`src/rtl/csmulti_accumulator.sv`:
```
// csmulti_accumulator: back half of a MAC unit. Registers the product of the
// upstream carry-save array multiplier through a valid/ready handshake, sums a
// programmed number of products into a wide wrapping accumulator, and presents
// the result behind a held valid/ready output handshake.
module csmulti_accumulator #(
    parameter int BITSIZE = 8,
    parameter int ACC_W   = 24,
    parameter int LEN_W   = 8
) (
    input  logic                   clk,
    input  logic                   rst_n,
    input  logic                   start,
    input  logic [LEN_W-1:0]       len,
    output logic                   busy,
    input  logic                   in_valid,
    output logic                   in_ready,
    input  logic [2*BITSIZE-1:0]   product,
    output logic                   out_valid,
    input  logic                   out_ready,
    output logic [ACC_W-1:0]       acc_out,
    output logic                   overflow
);

    localparam int PROD_W = 2 * BITSIZE;

    typedef enum logic [1:0] {
        S_IDLE  = 2'd0,
        S_ACCUM = 2'd1,
        S_DRAIN = 2'd2,
        S_DONE  = 2'd3
    } state_t;

    state_t              r_state;
    state_t              w_state_nxt;
    logic [LEN_W-1:0]    r_remaining;
    logic [PROD_W-1:0]   r_p_reg;
    logic                r_p_vld;
    logic [ACC_W-1:0]    r_acc;
    logic                r_overflow;

    logic                w_in_ready;
    logic                w_hs;
    logic                w_start_job;
    logic                w_last_hs;
    logic [ACC_W:0]      w_sum;

    // Input side control, decoded from registered state only
    always_comb begin
        w_in_ready  = (r_state == S_ACCUM) && (r_remaining != {LEN_W{1'b0}});
        w_hs        = in_valid & w_in_ready;
        w_start_job = (r_state == S_IDLE) & start;
        w_last_hs   = w_hs && (r_remaining == LEN_W'(1));
    end

    // Add stage: unsigned sum with one extra bit to capture the wrap carry
    always_comb begin
        w_sum = {1'b0, r_acc} + {{(ACC_W + 1 - PROD_W){1'b0}}, r_p_reg};
    end

    // Next-state logic for the job sequencer
    always_comb begin
        w_state_nxt = r_state;
        case (r_state)
            S_IDLE: begin
                if (start) begin
                    if (len != {LEN_W{1'b0}}) begin
                        w_state_nxt = S_ACCUM;
                    end else begin
                        w_state_nxt = S_DONE;
                    end
                end else begin
                    w_state_nxt = S_IDLE;
                end
            end
            S_ACCUM: begin
                if (w_last_hs) begin
                    w_state_nxt = S_DRAIN;
                end else begin
                    w_state_nxt = S_ACCUM;
                end
            end
            S_DRAIN: begin
                w_state_nxt = S_DONE;
            end
            S_DONE: begin
                if (out_ready) begin
                    w_state_nxt = S_IDLE;
                end else begin
                    w_state_nxt = S_DONE;
                end
            end
            default: begin
                w_state_nxt = S_IDLE;
            end
        endcase
    end

    // State register
    always_ff @(posedge clk or negedge rst_n) begin
        if (!rst_n) begin
            r_state <= S_IDLE;
        end else begin
            r_state <= w_state_nxt;
        end
    end

    // Term counter: loaded at start, decremented on every accepted product
    always_ff @(posedge clk or negedge rst_n) begin
        if (!rst_n) begin
            r_remaining <= {LEN_W{1'b0}};
        end else if (w_start_job) begin
            r_remaining <= len;
        end else if (w_hs) begin
            r_remaining <= r_remaining - LEN_W'(1);
        end else begin
            r_remaining <= r_remaining;
        end
    end

    // Product capture register: breaks the multiplier's long array path
    always_ff @(posedge clk or negedge rst_n) begin
        if (!rst_n) begin
            r_p_reg <= {PROD_W{1'b0}};
            r_p_vld <= 1'b0;
        end else if (w_hs) begin
            r_p_reg <= product;
            r_p_vld <= 1'b1;
        end else begin
            r_p_reg <= r_p_reg;
            r_p_vld <= 1'b0;
        end
    end

    // Accumulator and sticky overflow: cleared at start, updated when a product is pending
    always_ff @(posedge clk or negedge rst_n) begin
        if (!rst_n) begin
            r_acc      <= {ACC_W{1'b0}};
            r_overflow <= 1'b0;
        end else if (w_start_job) begin
            r_acc      <= {ACC_W{1'b0}};
            r_overflow <= 1'b0;
        end else if (r_p_vld) begin
            r_acc      <= w_sum[ACC_W-1:0];
            r_overflow <= r_overflow | w_sum[ACC_W];
        end else begin
            r_acc      <= r_acc;
            r_overflow <= r_overflow;
        end
    end

    // Output decode from registers
    always_comb begin
        busy      = (r_state != S_IDLE);
        out_valid = (r_state == S_DONE);
        in_ready  = w_in_ready;
        acc_out   = r_acc;
        overflow  = r_overflow;
    end

endmodule
```
`config.mk`:
```
export PLATFORM = sky130hd
export DESIGN_NAME = csmulti_accumulator
export DESIGN_NICKNAME = d
export VERILOG_FILES = /design/src/rtl/csmulti_accumulator.sv
export SDC_FILE = /design/constraint.sdc
export NUM_CORES = 1
export LEC_CHECK = 0
export BUFFER_PORTS_ARGS = -buffer_cell sky130_fd_sc_hd__buf_2
export CORE_MARGIN = 4
export CORE_UTILIZATION = 55
export DETAILED_ROUTE_END_ITERATION = 7
export GPL_ROUTABILITY_DRIVEN = 0
export PLACE_DENSITY = 0.78
export SKIP_LAST_GASP = 1
export SYNTH_ARGS = -nofsm -noshare
export SYNTH_HDL_FRONTEND = slang
export SYNTH_SLANG_ARGS = --single-unit
```
`constraint.sdc`:
```
create_clock -name clk -period 3 [get_ports clk]
set_input_delay 0.6 -clock clk [delete_from_list [all_inputs] [get_ports clk]]
set_output_delay 0.6 -clock clk [all_outputs]
set_load 0.05 [all_outputs]
```
=== Word-level counts from Yosys, hierarchy flattened ===
Index checks and enable logic that the tools add are counted.

* Register bits: 52
* Input bits: 29
* Output and inout port bits: 28
* Word-level logic and storage cells: 35

* $add $sub $neg: 2
* Equal/unequal tests: 4
* Muxes and demuxes: 12
* Bitwise logic cells: 3
* Reduce and logical (&&, ||, !) cells: 8

{| class="wikitable"
|+ Operator list
! kind !! count
|-
| two-way mux 24 bit || 2
|-
| adder 24 x 16 -> 25 bit || 1
|-
| two-way mux 8 bit || 2
|-
| nonzero test 8 bit || 2
|-
| equality test 8 x 1 -> 1 bit, second input constant || 1
|-
| two-way mux 2 bit || 4
|-
| case mux 2 bit (4 select lines) || 1
|-
| subtractor 8 x 1 -> 8 bit, second input constant || 1
|-
| nonzero test 2 bit || 3
|-
| equality test 2 bit, second input constant || 2
|-
| two-way mux 1 bit || 3
|-
| bitwise AND 1 bit || 2
|-
| equality test 2 x 1 -> 1 bit, second input constant || 1
|-
| logical AND 1 bit || 2
|-
| logical NOT 2 bit || 1
|-
| OR 1 bit || 1
|}

=== Longest topological paths before layout ===
Gate-level depths: netlist of run 1.

* Depth in word-level cells: 6
* Mapped depth: 8
* Depth with buffers taken out: 8

=== Worst setup path before layout of run 1 ===
OpenSTA, ideal clock, no wires.

* Kind: register to register
* Start: reg r_acc[0], in the netlist acc_out[0]
* End: reg r_acc[8], in the netlist acc_out[8]
* Setup time: 0.131 ns
* Arrival: 2.498 ns
* Required time: 2.869 ns
* Path slack: 0.371 ns
* Stages on the path, launching flop included: 9
* Buffers on the path: 0
* Cell sequence: dfrtp_1 > ha_1 > fa_1 > a211o_1 > a21oi_1 > o21bai_1 > a21o_1 > and3_1 > or3_1

* Word-level cells in the longest chain between the ends: 3

{| class="wikitable"
|+ Ends and longest elaborated chain
! element !! RTL line !! source
|-
| start, declared || 38 || <nowiki>logic [ACC_W-1:0] r_acc;</nowiki>
|-
| start signal, assigned || 137 || <nowiki>r_acc <= {ACC_W{1'b0}};</nowiki>
|-
| start signal, assigned || 140 || <nowiki>r_acc <= {ACC_W{1'b0}};</nowiki>
|-
| start signal, assigned || 143 || <nowiki>r_acc <= w_sum[ACC_W-1:0];</nowiki>
|-
| adder 24 x 16 -> 25 bit || 57 || <nowiki>w_sum = {1'b0, r_acc} + {{(ACC_W + 1 - PROD_W){1'b0}}, r_p_reg};</nowiki>
|-
| two-way mux 24 bit || 142 || <nowiki>end else if (r_p_vld) begin</nowiki>
|-
| two-way mux 24 bit || 139 || <nowiki>end else if (w_start_job) begin</nowiki>
|}

No other way between the ends. The select of a mux whose other input is x is not followed.
A chain may end at the register's enable or synchronous reset.

=== Final worst setup path of run 1 ===
* Start: reg r_remaining[0]
* End: out in_ready

* Word-level cells in the longest chain between the ends: 2

{| class="wikitable"
|+ Ends and longest elaborated chain
! element !! RTL line !! source
|-
| start, declared || 35 || <nowiki>logic [LEN_W-1:0] r_remaining;</nowiki>
|-
| start signal, assigned || 110 || <nowiki>r_remaining <= {LEN_W{1'b0}};</nowiki>
|-
| start signal, assigned || 112 || <nowiki>r_remaining <= len;</nowiki>
|-
| start signal, assigned || 114 || <nowiki>r_remaining <= r_remaining - LEN_W'(1);</nowiki>
|-
| nonzero test 8 bit || 49 || <nowiki>w_in_ready = (r_state == S_ACCUM) && (r_remaining != {LEN_W{1'b0}});</nowiki>
|-
| logical AND 1 bit || 49 ||
|-
| end, declared || 16 || <nowiki>output logic in_ready,</nowiki>
|}

No other way between the ends.

==> results of run 1 <==
## synthesized netlist by cell type (3+ instances only)
master / n / area share
or2_2: 4 / 0.0075
nand3_1: 16 / 0.024
mux2_2: 16 / 0.054
xnor2_1: 7 / 0.018
a21o_1: 5 / 0.011
o21bai_1: 3 / 0.0068
and3_1: 4 / 0.0075
nor3_1: 6 / 0.0090
o211ai_1: 4 / 0.0090
a21oi_1: 15 / 0.023
nand2_1: 37 / 0.042
or3_1: 8 / 0.015
nand4_1: 3 / 0.0057
a31oi_1: 5 / 0.0094
o21ai_0: 22 / 0.033
ha_1: 18 / 0.068
a21boi_0: 3 / 0.0068
xor2_1: 4 / 0.011
a211oi_1: 8 / 0.018
nor4_1: 8 / 0.015
o21ai_1: 4 / 0.0060
clkbuf_1: 7 / 0.0079
mux2i_1: 8 / 0.024
dfrtp_1: 52 / 0.39
inv_1: 7 / 0.0079
nand4b_1: 3 / 0.0079
o31ai_1: 4 / 0.0090
nor2_1: 30 / 0.034
## cells by family (layout without fill, tap and decap cells)
| group | after synthesis | count (layout) | synth area share |
|---|---|---|---|
| simple gates | 134 | 134 | 0.203 |
| compound gates | 90 | 90 | 0.193 |
| flops | 52 | 52 | 0.392 |
| mux | 24 | 24 | 0.0784 |
| buf+inv | 21 | 78 | 0.0309 |
| fa+ha+maj | 19 | 19 | 0.0739 |
| xor+xnor | 11 | 11 | 0.0290 |
## cell type report
type / instances / area share
inverter: 8 / 0.00798
tap: 75 / 0.0249
clock buffer: 7 / 0.0229
sequential: 52 / 0.346
clock inverter: 1 / 0.00199
multi-input combinational: 278 / 0.510
timing repair buffer: 62 / 0.0864
## worst register-to-register path, stage by stage (launching register included)
cell      delay, ns
dfrtp_1        0.40
ha_1           0.24
fa_1           0.44
a211o_1        0.32
a21oi_1        0.19
o21bai_1       0.12
a21o_1         0.20
and3_1         0.16
or3_1          0.33
## per-layer routing
layer / track usage / vias to the layer above
met3: 0.0346 / 11
li1: - / 1409
met4: 0.0518 / 0
met2: 0.386 / 84
met1: 0.287 / 1341
met5: 0 / -
## per-stage QoR
stage          worst slack (ns)  cells  hold WS (ns)  utilization  instance area, sq um
4_1_cts                   0.292    483         0.252        0.640                  3760
3_5_place_dp              0.545    475         0.501        0.624                  3670
2_1_floorplan             0.371    351         0.304            -                  3320
3_3_place_gp              0.576    475         0.493        0.624                  3670
5_1_grt                   0.174    483         0.269        0.640                  3760
6_report                  0.296    483         0.238        0.640                  3760
## worst max-delay path by stage
| stage | start | end | slack, ns | cells after the start |
|---|---|---|---|---|
| final | r_remaining[0] | in_ready | 0.30 | 6 |
| after global routing | r_remaining[0] | in_ready | 0.17 | 6 |
| after CTS | r_remaining[0] | in_ready | 0.29 | 6 |
| after detailed placement | acc_out[0] | acc_out[8] | 0.54 | 8 |
| after global placement | acc_out[0] | acc_out[8] | 0.58 | 8 |
| after floorplan | acc_out[0] | acc_out[8] | 0.37 | 8 |
==> impl_metrics.yaml, run 1 <==
finish:
  final_cell_mix: "56 x buf_2, 52 x dfrtp_1, 37 x nand2_1"
  multiInputGateArea_sq_mm: 0.00192
  drive_gt1_frac: 0.245
  fin_nets: 455
  largest_reg_flops: 24
  areaGrowthSynthToFinish_pct: 13.4
  fill_cells: 526
  antenna_cells: 0
  regArea_sq_mm: 0.00130
  final_common_cell: "buf_2"
setup_path:
  path_buf_inv: 2
  r2r_start: "acc_out[0]"
  cp_max_fo: 5
  reg2regPathDepth: 8
  r2r_slack_ns: 0.50
  path_class: "reg2out"
  timing.critical_path.slowest_stage_cell: "or3b_4"
  timing.rr.end: "acc_out[8]"
  start_kind: "flop"
  critical_path_required_ns: 2.40
  critPathArrivalTime_ns: 2.10
  cp_top_family: "simple AND/OR/NAND/NOR gates"
  cp-end-kind: "primary output"
  path_cells: "inv_1, ha_1, or3b_4, or2_2, o21a_1, buf_2"
  cp_slowest_stage_delay_ns: 0.43
route:
  wl_per_cell_um: 16.2
  drc: 0
  vias_per_cell: 5.89
  postRouteAntennaNets: 0
  drtPass1Iterations: 4
  routed.top_layer: "met4"
  drt-initial-drc-count: 135
  vias: 2845
  wl_met2_um: 3930
  wl_met1_um: 3440
  wirelength_um: 7810
  wl_met3_um: 355
global_routing:
  grt_pass1_wl_um: 13200
  gr-total-overflow: 0
  track_usage: 0.221
  grt_max_degree: 33
  grt_pass1_vias: 2851
  antenna_found_initial: 0
clocking:
  cts_buffer_depth: 2
  cts.htree.levels: 2
  ctsResizeCount: 0
  ctsHoldBuffers: 0
  numCtsBuffers: 5
  post-cts-setup-buffer-count: 0
  worst_skew_pair.late_latency_ns: 0.30
  clkTransAtPathRegs_ns: 0.10
  clock-sinks: 52
  root_buffer: "clkbuf_8"
  tritoncts: "done"
floorplanning:
  die-area_sq_mm: 0.00734
  io_pins: 57
  die_h_um: 85.7
  start_util: 0.564
  fp-row-count: 28
  die_w_um: 85.7
  core_area_sq_mm: 0.00589
synthesis:
  synth_fp_nets: 399
  yosys_warnings: 0
  ys_async_sr_fraction: 1.00
  syn_area_sq_mm: 0.00332
  synth_flop_cell: "dfrtp_1"
  synth_seq_cells: 52
  ys_types: 60
  syn-mean-instance-area_sq_um: 9.46
  syn_inst: 351
  ys_seq_area_frac: 0.392
  synth-edff-count: 0
place:
  portBuffers: 56
  dp_hpwl_um: 5870
outcome:
  status: "complete, no violations"
timing:
  fmax_mhz: 370
  grt_setup_unrepaired: "false"
  fin_skew_ns: 0.00865
  setup_viol: 0
  hold_violations: 0
  worst_pin_slew_ns: 0.768
  fin_crit_ns: 2.70
  finalSetupTns_ns: 0
  timing.slew.headroom: 0.487
  post-route-period-util: 0.901
  finalMaxSlewViolations: 0
worst_hold_path:
  hp-class: "in2async"
run:
  cap_viol_max_count: 0
Power of run 1 is left out: the tool's default activity adds up to more than one toggle a clock period on the data nets, which glitch-free logic cannot reach.
==> run 2: changes to the inputs <==
--- a/config.mk
+++ b/config.mk
@@ -6,8 +6,8 @@
 export NUM_CORES = 1
 export LEC_CHECK = 0
 export BUFFER_PORTS_ARGS = -buffer_cell sky130_fd_sc_hd__buf_2
-export CORE_MARGIN = 4
 export CORE_UTILIZATION = 55
+export CTS_BUF_LIST = sky130_fd_sc_hd__clkbuf_2
 export DETAILED_ROUTE_END_ITERATION = 7
 export GPL_ROUTABILITY_DRIVEN = 0
 export PLACE_DENSITY = 0.78
==> impl_metrics.yaml, run 2 (same netlist as run 1, synthesis figures left out) <==
global_routing:
  grt_pass1_wl_um: 12100
  gr-total-overflow: 0
  grt_max_degree: 31
  antenna_found_initial: 0
  grt_pass1_vias: 2640
  track_usage: 0.245
timing:
  fin_skew_ns: 0.0258
  setup_viol: 0
  post-route-period-util: 0.957
  fmax_mhz: 348
  worst_pin_slew_ns: 0.776
  hold_violations: 0
  timing.slew.headroom: 0.481
  finalMaxSlewViolations: 0
  worst_hold_slack_ns: 0.0638
  finalSetupTns_ns: 0
  grt_setup_unrepaired: "false"
  fin_crit_ns: 2.87
floorplanning:
  die-area_sq_mm: 0.00635
  die_w_um: 79.7
  io_pins: 57
  start_util: 0.585
  die_h_um: 79.7
  fp-row-count: 27
  core_area_sq_mm: 0.00568
setup_path:
  cp_max_fo: 5
  critPathArrivalTime_ns: 2.27
  critical_path_required_ns: 2.40
  path_class: "reg2out"
  cp-end-kind: "primary output"
  r2r_slack_ns: 0.42
  start_kind: "flop"
clocking:
  clock-sinks: 52
  tritoncts: "done"
  numCtsBuffers: 5
  cts_buffer_depth: 2
  root_buffer: "clkbuf_2"
  clkTransAtPathRegs_ns: 0.27
  worst_skew_pair.late_latency_ns: 0.45
  ctsResizeCount: 0
  cts.htree.levels: 2
finish:
  fin_nets: 456
  antenna_cells: 0
  regArea_sq_mm: 0.00130
  final_cell_mix: "56 x buf_2, 52 x dfrtp_1, 37 x nand2_1"
  areaGrowthSynthToFinish_pct: 12.7
  largest_reg_flops: 24
  multiInputGateArea_sq_mm: 0.00192
  final_common_cell: "buf_2"
  fill_cells: 452
  drive_gt1_frac: 0.249
outcome:
  status: "complete, no violations"
route:
  drc: 0
  drt-initial-drc-count: 232
  drtPass1Iterations: 4
  vias_per_cell: 5.96
  wl_per_cell_um: 15.2
  wirelength_um: 7320
  postRouteAntennaNets: 0
  vias: 2866
worst_hold_path:
  hp-class: "in2async"
run:
  cap_viol_max_count: 0
place:
  dp_hpwl_um: 5450
  portBuffers: 56
## run 2: changes by cell type in the layout (fill, tap and decap cells not counted)
cell	before	now
clkbuf_2	0	6
clkbuf_8	6	0
buf_4	6	7
bufinv_16	0	1
clkbuf_1	1	0
clkinv_2	0	1
clkinvlp_4	1	0
## run 2: final timing paths
path	from	cells past startpoint	to
worst min register to register	r_p_reg[0]	1	r_p_reg[0]
worst min-delay path	rst_n	1	acc_out[11]
worst max register to register	acc_out[0]	8	acc_out[20]
worst max-delay path	r_remaining[0]	6	in_ready
min in group clk	product[13]	2	r_p_reg[13]
max in group asynchronous	rst_n	2	acc_out[3]
## run 2: routing by layer
layer | track usage | wire length (um)
met4 | 0.0655 | 87
met1 | 0.326 | 3410
met3 | 0.0434 | 285
met5 | 0 | 0
met2 | 0.409 | 3540
## run 2: through the flow
step            util  area, sq um  worst slack, ns  instances
2_1_floorplan      -         3320            0.371        351
5_1_grt        0.659         3740           0.0116        481
3_3_place_gp   0.646         3670            0.580        472
4_1_cts        0.658         3730           0.0777        480
6_report       0.659         3740            0.128        481
3_5_place_dp   0.646         3670            0.456        472
## run 2: repair_timing
item / 4_1_cts / 5_1_grt
hold buffers: 0 / 0
endpoints found under the setup margin: 0 / 1
setup buffers: 0 / 1
## run 2: worst max-delay path, stage by stage, from the launching register on
cell     delay (ns)
dfrtp_1        0.44
inv_1          0.09
ha_1           0.18
or3b_4         0.42
or2_2          0.32
o21a_1         0.17
buf_2          0.20
## run 2: layout make-up
cell class	count	share of cell area
tap	72	0.0241
timing repair buffer	63	0.0890
clock inverter	2	0.00937
inverter	8	0.00803
sequential	52	0.348
multi-input combinational	278	0.514
clock buffer	6	0.00803
Power of run 2 is left out for the same reason.
